===== src/rtl/stack_cmd_frontend.sv =====
// stack_cmd_frontend
// Command/response front end for an external LIFO stack. Accepts NOP, PUSH
// and POP commands on a valid/ready channel, issues single-cycle Push/Pop
// strobes to the stack, and returns one response per non-NOP command.
// Illegal requests (PUSH when Full, POP when Empty, op 11) get an error
// response with zero data and no strobe.
//
// Optional feature: define STACK_CMD_ERRCNT_EN to add the saturating 8-bit
// err_cnt output, which counts responses entered with a non-zero error code.
//
// state    | meaning
// ---------+---------------------------------------------------------------
// IDLE     | cmd_ready high, waiting for a command
// PUSH_ISS | Push strobe high for this one cycle, Data_In holds the operand
// POP_ISS  | Pop strobe high for this one cycle
// POP_CAP  | stack read data is valid; captured into resp_data at the edge
// RESP     | response presented, held stable until resp_ready

module stack_cmd_frontend #(
    parameter int DW = 8
) (
    input  logic          clk,
    input  logic          RstN,
    input  logic          cmd_valid,
    output logic          cmd_ready,
    input  logic [1:0]    cmd_op,
    input  logic [DW-1:0] cmd_data,
    output logic          resp_valid,
    input  logic          resp_ready,
    output logic [DW-1:0] resp_data,
    output logic [1:0]    resp_err,
    output logic          Push,
    output logic          Pop,
    output logic [DW-1:0] Data_In,
    input  logic [DW-1:0] Data_Out,
    input  logic          Full,
    input  logic          Empty
`ifdef STACK_CMD_ERRCNT_EN
    ,
    output logic [7:0]    err_cnt
`endif
);

    localparam logic [1:0] OP_NOP   = 2'b00;
    localparam logic [1:0] OP_PUSH  = 2'b01;
    localparam logic [1:0] OP_POP   = 2'b10;
    localparam logic [1:0] OP_ILL   = 2'b11;

    localparam logic [1:0] ERR_OK   = 2'b00;
    localparam logic [1:0] ERR_OVF  = 2'b01;
    localparam logic [1:0] ERR_UNF  = 2'b10;
    localparam logic [1:0] ERR_ILL  = 2'b11;

    typedef enum logic [2:0] {
        IDLE     = 3'd0,
        PUSH_ISS = 3'd1,
        POP_ISS  = 3'd2,
        POP_CAP  = 3'd3,
        RESP     = 3'd4
    } state_t;

    state_t        r_state;
    logic          r_cmd_ready;
    logic          r_push;
    logic          r_pop;
    logic [DW-1:0] r_data_in;
    logic          r_resp_valid;
    logic [DW-1:0] r_resp_data;
    logic [1:0]    r_resp_err;

    logic          w_accept;
    logic [1:0]    w_err_code;
    logic          w_err_enter;

    // Command acceptance and error classification of the offered command
    always_comb begin
        w_accept   = cmd_valid && r_cmd_ready && (r_state == IDLE);
        w_err_code = ERR_OK;
        case (cmd_op)
            OP_PUSH: if (Full)  w_err_code = ERR_OVF;
            OP_POP:  if (Empty) w_err_code = ERR_UNF;
            OP_ILL:  w_err_code = ERR_ILL;
            default: w_err_code = ERR_OK;
        endcase
        w_err_enter = w_accept && (w_err_code != ERR_OK);
    end

    // Main sequencer: state plus every registered output
    always_ff @(posedge clk or negedge RstN) begin
        if (!RstN) begin
            r_state      <= IDLE;
            r_cmd_ready  <= 1'b0;
            r_push       <= 1'b0;
            r_pop        <= 1'b0;
            r_data_in    <= '0;
            r_resp_valid <= 1'b0;
            r_resp_data  <= '0;
            r_resp_err   <= ERR_OK;
        end else begin
            case (r_state)
                IDLE: begin
                    r_cmd_ready <= 1'b1;
                    if (w_accept) begin
                        if (w_err_code != ERR_OK) begin
                            // Rejected command: straight to response, no strobe
                            r_cmd_ready  <= 1'b0;
                            r_resp_valid <= 1'b1;
                            r_resp_err   <= w_err_code;
                            r_resp_data  <= '0;
                            r_state      <= RESP;
                        end else if (cmd_op == OP_PUSH) begin
                            r_cmd_ready <= 1'b0;
                            r_data_in   <= cmd_data;
                            r_push      <= 1'b1;
                            r_state     <= PUSH_ISS;
                        end else if (cmd_op == OP_POP) begin
                            r_cmd_ready <= 1'b0;
                            r_pop       <= 1'b1;
                            r_state     <= POP_ISS;
                        end
                        // An accepted NOP leaves everything untouched
                    end
                end

                PUSH_ISS: begin
                    r_push       <= 1'b0;
                    r_resp_valid <= 1'b1;
                    r_resp_err   <= ERR_OK;
                    r_resp_data  <= r_data_in;
                    r_state      <= RESP;
                end

                POP_ISS: begin
                    // The stack samples Pop at this edge; data follows next cycle
                    r_pop   <= 1'b0;
                    r_state <= POP_CAP;
                end

                POP_CAP: begin
                    r_resp_valid <= 1'b1;
                    r_resp_err   <= ERR_OK;
                    r_resp_data  <= Data_Out;
                    r_state      <= RESP;
                end

                RESP: begin
                    if (resp_ready) begin
                        r_resp_valid <= 1'b0;
                        r_cmd_ready  <= 1'b1;
                        r_state      <= IDLE;
                    end
                end

                default: begin
                    r_push       <= 1'b0;
                    r_pop        <= 1'b0;
                    r_resp_valid <= 1'b0;
                    r_cmd_ready  <= 1'b0;
                    r_state      <= IDLE;
                end
            endcase
        end
    end

`ifdef STACK_CMD_ERRCNT_EN
    logic [7:0] r_err_cnt;

    // Saturating count of responses carrying a non-zero error code
    always_ff @(posedge clk or negedge RstN) begin
        if (!RstN) begin
            r_err_cnt <= 8'd0;
        end else if (w_err_enter && (r_err_cnt != 8'hFF)) begin
            r_err_cnt <= r_err_cnt + 8'd1;
        end
    end

    assign err_cnt = r_err_cnt;
`else
    logic w_unused_err;
    assign w_unused_err = w_err_enter;
`endif

    assign cmd_ready  = r_cmd_ready;
    assign Push       = r_push;
    assign Pop        = r_pop;
    assign Data_In    = r_data_in;
    assign resp_valid = r_resp_valid;
    assign resp_data  = r_resp_data;
    assign resp_err   = r_resp_err;

endmodule


===== config.mk =====
export PLATFORM = sky130hd
export DESIGN_NAME = stack_cmd_frontend
export DESIGN_NICKNAME = d
export VERILOG_FILES = /design/src/rtl/stack_cmd_frontend.sv
export SDC_FILE = /design/constraint.sdc
export NUM_CORES = 1
export LEC_CHECK = 0
export ABC_AREA = 0
export CAP_MARGIN = 10
export CORE_ASPECT_RATIO = 1.4
export CORE_UTILIZATION = 36
export DETAILED_ROUTE_END_ITERATION = 8
export MAX_ROUTING_LAYER = met4
export PLACE_DENSITY_LB_ADDON = 0.1
export SETUP_SLACK_MARGIN = 0.5
export SYNTH_ARGS = -nofsm -noshare
export SYNTH_HDL_FRONTEND = slang
export SYNTH_SLANG_ARGS = --single-unit

===== constraint.sdc =====
create_clock -name clk -period 1.9 [get_ports clk]
set_input_delay 0.38 -clock clk [delete_from_list [all_inputs] [get_ports clk]]
set_output_delay 0.38 -clock clk [all_outputs]
set_load 0.1 [all_outputs]

==> impl_summary.txt, run 1 <==
----------------------------------------------------
[Finish]
  Share of final-layout standard cells stronger than drive strength 1 ... 50.5%
  # diodes ... 0
  Layout net count ... 213
  Post-synthesis to final-layout area growth ... 74.4%

[Synth]
  Dominant combinational cell family by area after synthesis ... compound AO/OA/AOI/OAI gates
  Area share of the largest cell type after synthesis ... 47.7%
  Post-synthesis mux area share ... 13.0%
  Average instance area after synthesis ... 11.4 um^2
  Post-Syn Instances ... 115
  Count of state elements after synthesis ... 25
  XOR/XNOR Fraction of Synth Area ... 0%
  Cell type with the highest aggregate area in the netlist ... sky130_fd_sc_hd__dfrtp_1
  Cells taking the most area after synthesis ... sky130_fd_sc_hd__dfrtp_1, sky130_fd_sc_hd__mux2_2, sky130_fd_sc_hd__mux2i_1
  Post-synth design cell area ... 1310 um^2
  Share of the synthesized area in compound gates (AO/OA/AOI/OAI) ... 18.8%
  Syn nets ... 143
  Adder-Cell Fraction of Synth Area ... 3.82%
  Library cells used by synthesis ... 33
  Synth Area in Simple Gates ... 12.4%
  Sequential element share of the synthesized area ... 47.7%
  Warning count from the yosys run ... 0

[Worst setup path]
  CP Capture Type ... flop
  Arrival time worst endpoint ... 1.60 ns
  Reg2reg setup slack ... 0.48 ns
  Critical path type ... in -> reg
  RR Startpoint ... r_state[2]
  Critical Path Source Type ... input pin
  Number of cell instances on the worst register-to-register path ... 4
  Required time of the critical path ... 2.06 ns
  Capturing point of the worst reg2reg path ... resp_data[6]
  Highest net fanout along the worst path ... 4

[Timing]
  Final worst slack ... 0.463 ns
  Final worst clock skew ... 0.00146 ns
  Final max-slew violation count ... 0
  Setup-violating endpoint count in the final report ... 0
  Setup repair after global routing missed its margin ... yes
  Maximum frequency from static timing analysis ... 0.696 GHz
  Relative slew slack ... 78.3%
  Slew of the pin with the lowest slew margin ... 0.326 ns
  Post-Route Setup TNS ... 0 ns
  Post-layout min period ... 1.44 ns
  Crit share post-route ... 75.6%
  Endpoints failing hold ... 0

[Worst hold path]
  Hold crit path type ... in -> async

[Global route]
  Antenna violations before repair ... 0
  Total global routing track utilization ... 22.3%
  First-pass GRT wire length ... 6180 um
  Pin count of the biggest net entering global routing ... 26
  GRT overflow ... 0
  Via count of the first global-routing pass ... 1321

[Floorplanning]
  Die Width ... 53.0 um
  Height of the chip ... 73.4 um
  Area enclosed by the die boundary ... 3890 um^2
  Num rows ... 25
  Core area ... 3440 um^2
  Number of ports placed on the die boundary ... 46
  Initial core utilization ... 38.1%

[Placed design]
  HPWL after detailed placement ... 2560 um
  PortBufs ... 45
  Global placement routability congestion ... 0.872
  Pre-CTS setup slack ... -0.451 ns

[Detailed routing]
  Routed length per instance ... 16.9 um
  Via count ... 1224
  Detailed Routing Iterations Pass 1 ... 4
  Remaining DRCs ... 0
  Post-Route WL ... 3800 um
  Via-to-Cell Ratio ... 5.46
  Post-detailed-route count of antenna-violating nets ... 0
  Iteration-0 DRC count of the detailed router ... 36

[Clock network]
  Number of clock sinks ... 25
  Bufs on Longest Clock Path ... 2
  Count of hold buffers inserted by post-cts repair ... 0
  Buffer cell driving the clock tree root ... sky130_fd_sc_hd__clkbuf_8
  Clock tree from TritonCTS ... done
  Clock insertion delay at the later pin of the skew report ... 0.27 ns
  Level count of the clock H-tree ... 1
  Number of buffers created by CTS ... 3
  Clock transition at path regs ... 0.09 ns

[Flow run]
  Max-cap check violation count ... 0

[Status]
  Result of the run ... finished clean

----------------------------------------------------
stage by stage:
stage | instances | cell area (um^2) | util, % | hold slack, ns
after floorplan | 115 | 1360 | - | 0.0844
after global placement | 209 | 2010 | 58.3 | 0.516
after detailed placement | 209 | 2010 | 58.3 | 0.522
after CTS | 223 | 2260 | 65.6 | 0.480
after global routing | 224 | 2290 | 66.5 | 0.497
final | 224 | 2290 | 66.5 | 0.465
kinds of logic after synthesis:
logic type | count (synthesis)
mux | 16
buf+inv | 11
flops | 25
fa+ha+maj | 4
compound gates | 30
simple gates | 29
worst max-delay path by stage:
stage | start | endpoint | slack, ns | cells after the start
after floorplan | cmd_ready | Data_In[0] | 0.27 | 4
after global placement | cmd_op[0] | Data_In[1] | -0.39 | 6
after detailed placement | cmd_op[0] | Data_In[1] | -0.45 | 6
after CTS | cmd_op[0] | resp_data[3] | 0.44 | 9
after global routing | cmd_op[0] | resp_data[6] | 0.43 | 9
final | cmd_op[0] | Data_In[5] | 0.46 | 7
flip-flops by register name (all words and copies together) (netlist names):
signal and cells:
Data_In 8, resp_err 2, resp_valid 1, cmd_ready 1, r_state 3, Push 1
resp_data 8, Pop 1
final cells by class:
class	instances	area (um^2)
Inverter	5	23.8
Fill cell	281	1150
Clock buffer	4	45.0
Sequential cell	25	637
Timing Repair Buffer	70	746
Tap cell	40	50.0
Multi-Input combinational cell	80	786
worst max-delay path: stages:
cell                        delay, ns
sky130_fd_sc_hd__buf_12          0.10
sky130_fd_sc_hd__inv_6           0.04
sky130_fd_sc_hd__ha_4            0.17
sky130_fd_sc_hd__a211oi_4        0.28
sky130_fd_sc_hd__buf_6           0.16
sky130_fd_sc_hd__o2111ai_4       0.16
sky130_fd_sc_hd__mux2_2          0.30
what timing repair did:
action / 4_1_cts / 5_1_grt
gates resized for setup: 46 / 8
pin swaps: 9 / 7
setup buffers: 9 / 1
cloned: 1 / 0
setup endpoints to repair: 25 / 23
metal layers:
metal | up-vias | track usage, % | routed length, um
li1 | 560 | - | -
met1 | 609 | 24.9 | 1410
met2 | 47 | 39.9 | 2140
met3 | 8 | 2.90 | 160
met4 | 0 | 7.60 | 82
met5 | - | - | 0
layout by cell type, fill, tap and decap left out, drive strengths merged:
| cell | netlist | layout |
|---|---|---|
| nand2 | 5 | 5 |
| o21ai | 7 | 7 |
| nand3b | 1 | 1 |
| mux2 | 8 | 8 |
| o21bai | 1 | 1 |
| o2bb2ai | 1 | 1 |
| clkbuf | 0 | 5 |
| a311o | 1 | 1 |
| dlygate4sd2 | 0 | 1 |
| a21o | 2 | 2 |
| clkdlybuf4s15 | 0 | 2 |
| buf | 6 | 48 |
| mux2i | 8 | 8 |
| or2 | 1 | 1 |
| nor2 | 12 | 12 |
| dfrtp | 25 | 25 |
| ha | 4 | 4 |
| or3b | 1 | 1 |
| a221oi | 2 | 2 |
| a211oi | 10 | 10 |
| a32oi | 2 | 2 |
| clkdlybuf4s50 | 0 | 18 |
| nor3 | 3 | 3 |
| and2b | 2 | 2 |
| and3b | 1 | 1 |
| nand2b | 2 | 2 |
| a21oi | 1 | 1 |
| inv | 5 | 5 |
| o2111ai | 2 | 3 |
| nor4 | 1 | 1 |
| a211o | 1 | 1 |
synthesized netlist by cell type:
cell type,instances
sky130_fd_sc_hd__a211oi_2,1
sky130_fd_sc_hd__nor3_1,3
sky130_fd_sc_hd__and3b_2,1
sky130_fd_sc_hd__o21bai_1,1
sky130_fd_sc_hd__a21oi_1,1
sky130_fd_sc_hd__nor4_4,1
sky130_fd_sc_hd__nand2_1,5
sky130_fd_sc_hd__nor2_2,1
sky130_fd_sc_hd__and2b_1,2
sky130_fd_sc_hd__a311o_1,1
sky130_fd_sc_hd__buf_2,3
sky130_fd_sc_hd__o21ai_1,1
sky130_fd_sc_hd__mux2_2,8
sky130_fd_sc_hd__mux2i_1,8
sky130_fd_sc_hd__a21o_1,2
sky130_fd_sc_hd__ha_1,4
sky130_fd_sc_hd__nand3b_1,1
sky130_fd_sc_hd__buf_4,3
sky130_fd_sc_hd__o2111ai_1,1
sky130_fd_sc_hd__a211o_1,1
sky130_fd_sc_hd__or2_2,1
sky130_fd_sc_hd__a221oi_1,1
sky130_fd_sc_hd__nor2_1,11
sky130_fd_sc_hd__dfrtp_1,25
sky130_fd_sc_hd__a32oi_1,2
sky130_fd_sc_hd__a211oi_1,9
sky130_fd_sc_hd__a221oi_2,1
sky130_fd_sc_hd__or3b_2,1
sky130_fd_sc_hd__o21ai_0,6
sky130_fd_sc_hd__o2bb2ai_1,1
sky130_fd_sc_hd__nand2b_1,2
sky130_fd_sc_hd__inv_1,5
sky130_fd_sc_hd__o2111ai_4,1
Power of run 1 is left out: the tool's default activity adds up to more than one toggle a clock period on the data nets, which glitch-free logic cannot reach.
==> run 2: changes to the inputs <==
Clock period 1.9 ns to 1.35 ns, I/O delays scaled along.
==> run 2 against run 1 <==
- the run now ends with setup timing left
- via count rose by 5.1%
- die area did not move
- core utilization rose by 9.6 points
- non-clock buffer count rose by 16
- sequential share of layout area fell by 0.78 points
- clock skew rose by 0.0018 ns
- design area rose by 14%
- global-route usage barely moved
- cell count rose by 7.1%
- critical path depth fell by 1
- sequential cell count did not move
- hold slack got worse by 0.13 ns
- highest routed layer unchanged
==> impl_summary.txt, run 2 (synthesized netlist as in run 1, its figures left out) <==
----------------------------------------------------
[Global route]
  Pin count of the biggest net entering global routing ... 26
  Total global routing track utilization ... 22.3%
  First-pass GRT wire length ... 6130 um
  Antenna violations before repair ... 0
  GRT overflow ... 0
  Via count of the first global-routing pass ... 1324

[Timing]
  Setup-violating endpoint count in the final report ... 18
  Post-layout min period ... 1.41 ns
  Endpoints failing hold ... 0
  Final max-slew violation count ... 0
  Final worst slack ... -0.0646 ns
  Final worst clock skew ... 0.00323 ns
  Relative slew slack ... 75.5%
  Post-Route Setup TNS ... -0.491 ns
  Maximum frequency from static timing analysis ... 0.707 GHz
  Crit share post-route ... 105%
  Setup repair after global routing missed its margin ... yes
  Slew of the pin with the lowest slew margin ... 0.366 ns

[Clock network]
  Clock transition at path regs ... 0.09 ns
  Number of buffers created by CTS ... 3
  Level count of the clock H-tree ... 1
  Count of hold buffers inserted by post-cts repair ... 0
  Bufs on Longest Clock Path ... 2
  Buffer cell driving the clock tree root ... sky130_fd_sc_hd__clkbuf_8
  Clock insertion delay at the later pin of the skew report ... 0.27 ns
  Clock tree from TritonCTS ... done
  Number of clock sinks ... 25

[Detailed routing]
  Via-to-Cell Ratio ... 5.36
  Remaining DRCs ... 0
  Post-Route WL ... 3840 um
  Routed length per instance ... 16.0 um
  Via count ... 1286
  Detailed Routing Iterations Pass 1 ... 4
  Post-detailed-route count of antenna-violating nets ... 0
  Iteration-0 DRC count of the detailed router ... 29

[Finish]
  # diodes ... 0
  Post-synthesis to final-layout area growth ... 99.5%
  Most frequent cells in the layout ... sky130_fd_sc_hd__buf_4, sky130_fd_sc_hd__buf_12, sky130_fd_sc_hd__dfrtp_4, sky130_fd_sc_hd__clkdlybuf4s50_1, sky130_fd_sc_hd__nor2_1
  Share of final-layout standard cells stronger than drive strength 1 ... 61.0%
  Finished layout cell area ... 2620 um^2
  Layout net count ... 229
  Most common cell after layout, fill and taps aside ... sky130_fd_sc_hd__buf_4

[Floorplanning]
  Num rows ... 25
  Number of ports placed on the die boundary ... 46
  Initial core utilization ... 38.1%
  Core area ... 3440 um^2
  Area enclosed by the die boundary ... 3890 um^2
  Die Width ... 53.0 um
  Height of the chip ... 73.4 um

[Worst setup path]
  CP Capture Type ... flop
  Critical Path Source Type ... input pin
  Arrival time worst endpoint ... 1.58 ns
  Capturing point of the worst reg2reg path ... Data_In[1]
  Number of cell instances on the worst register-to-register path ... 3
  Required time of the critical path ... 1.52 ns
  Reg2reg setup slack ... -0.06 ns
  Critical path type ... in -> reg
  Worst Setup EP ... Data_In[1]
  Highest net fanout along the worst path ... 5
  RR Startpoint ... r_state[2]
  Crit path launch ... cmd_op[0]

[Placed design]
  Placed instance area ... 2320 um^2
  HPWL after detailed placement ... 2680 um
  Global placement routability congestion ... 0.853
  PortBufs ... 45

[Flow run]
  Max-cap check violation count ... 0

[Status]
  Result of the run ... finished with violations
  Violations in the final reports ... setup timing

[Worst hold path]
  Hold crit path type ... in -> async

----------------------------------------------------
==> run 2: final cells by class <==
cell class | instances | area (um^2)
timing repair buffer | 86 | 1010
fill | 243 | 825
multi-input combinational | 80 | 787
sequential | 25 | 708
tap | 40 | 50.0
clock buffer | 4 | 45.0
inverter | 5 | 18.8
==> run 2: through the flow <==
step                hold slack, ns  std cells  utilization (%)  setup WS (ns)
floorplan                  -0.0256        115                -         -0.280
global placement             0.486        220             67.5         -0.743
detailed placement           0.509        220             67.5         -0.818
CTS                          0.349        239             75.1        -0.0755
global route                 0.351        240             76.0         -0.114
finish                       0.340        240             76.0        -0.0646
==> run 2: repair_timing <==
action | in CTS | in global routing
endpoints found under the setup margin | 47 | 47
pin swaps | 11 | 7
resized for setup | 32 | 4
cloned | 1 | 0
buffers inserted | 14 | 1
==> run 2: worst min-delay path by stage <==
stage,cells past startpoint,end
finish,2,Push
global placement,1,r_state[0]
detailed placement,1,r_state[0]
floorplan,0,r_state[0]
CTS,2,resp_err[0]
global route,2,Data_In[1]
==> run 2: critical path: stages <==
cell	delay, ns
sky130_fd_sc_hd__buf_6	0.10
sky130_fd_sc_hd__buf_6	0.11
sky130_fd_sc_hd__ha_4	0.16
sky130_fd_sc_hd__a211oi_4	0.36
sky130_fd_sc_hd__o2111ai_4	0.24
sky130_fd_sc_hd__mux2_4	0.34
==> run 2: layer usage <==
metal,vias to the layer above,GRT usage [%],wire [um]
li1,594,-,-
met1,644,25.8,1500
met2,41,37.3,2080
met3,7,4.35,193
met4,0,8.77,70
met5,-,-,0
Power of run 2 is left out for the same reason.
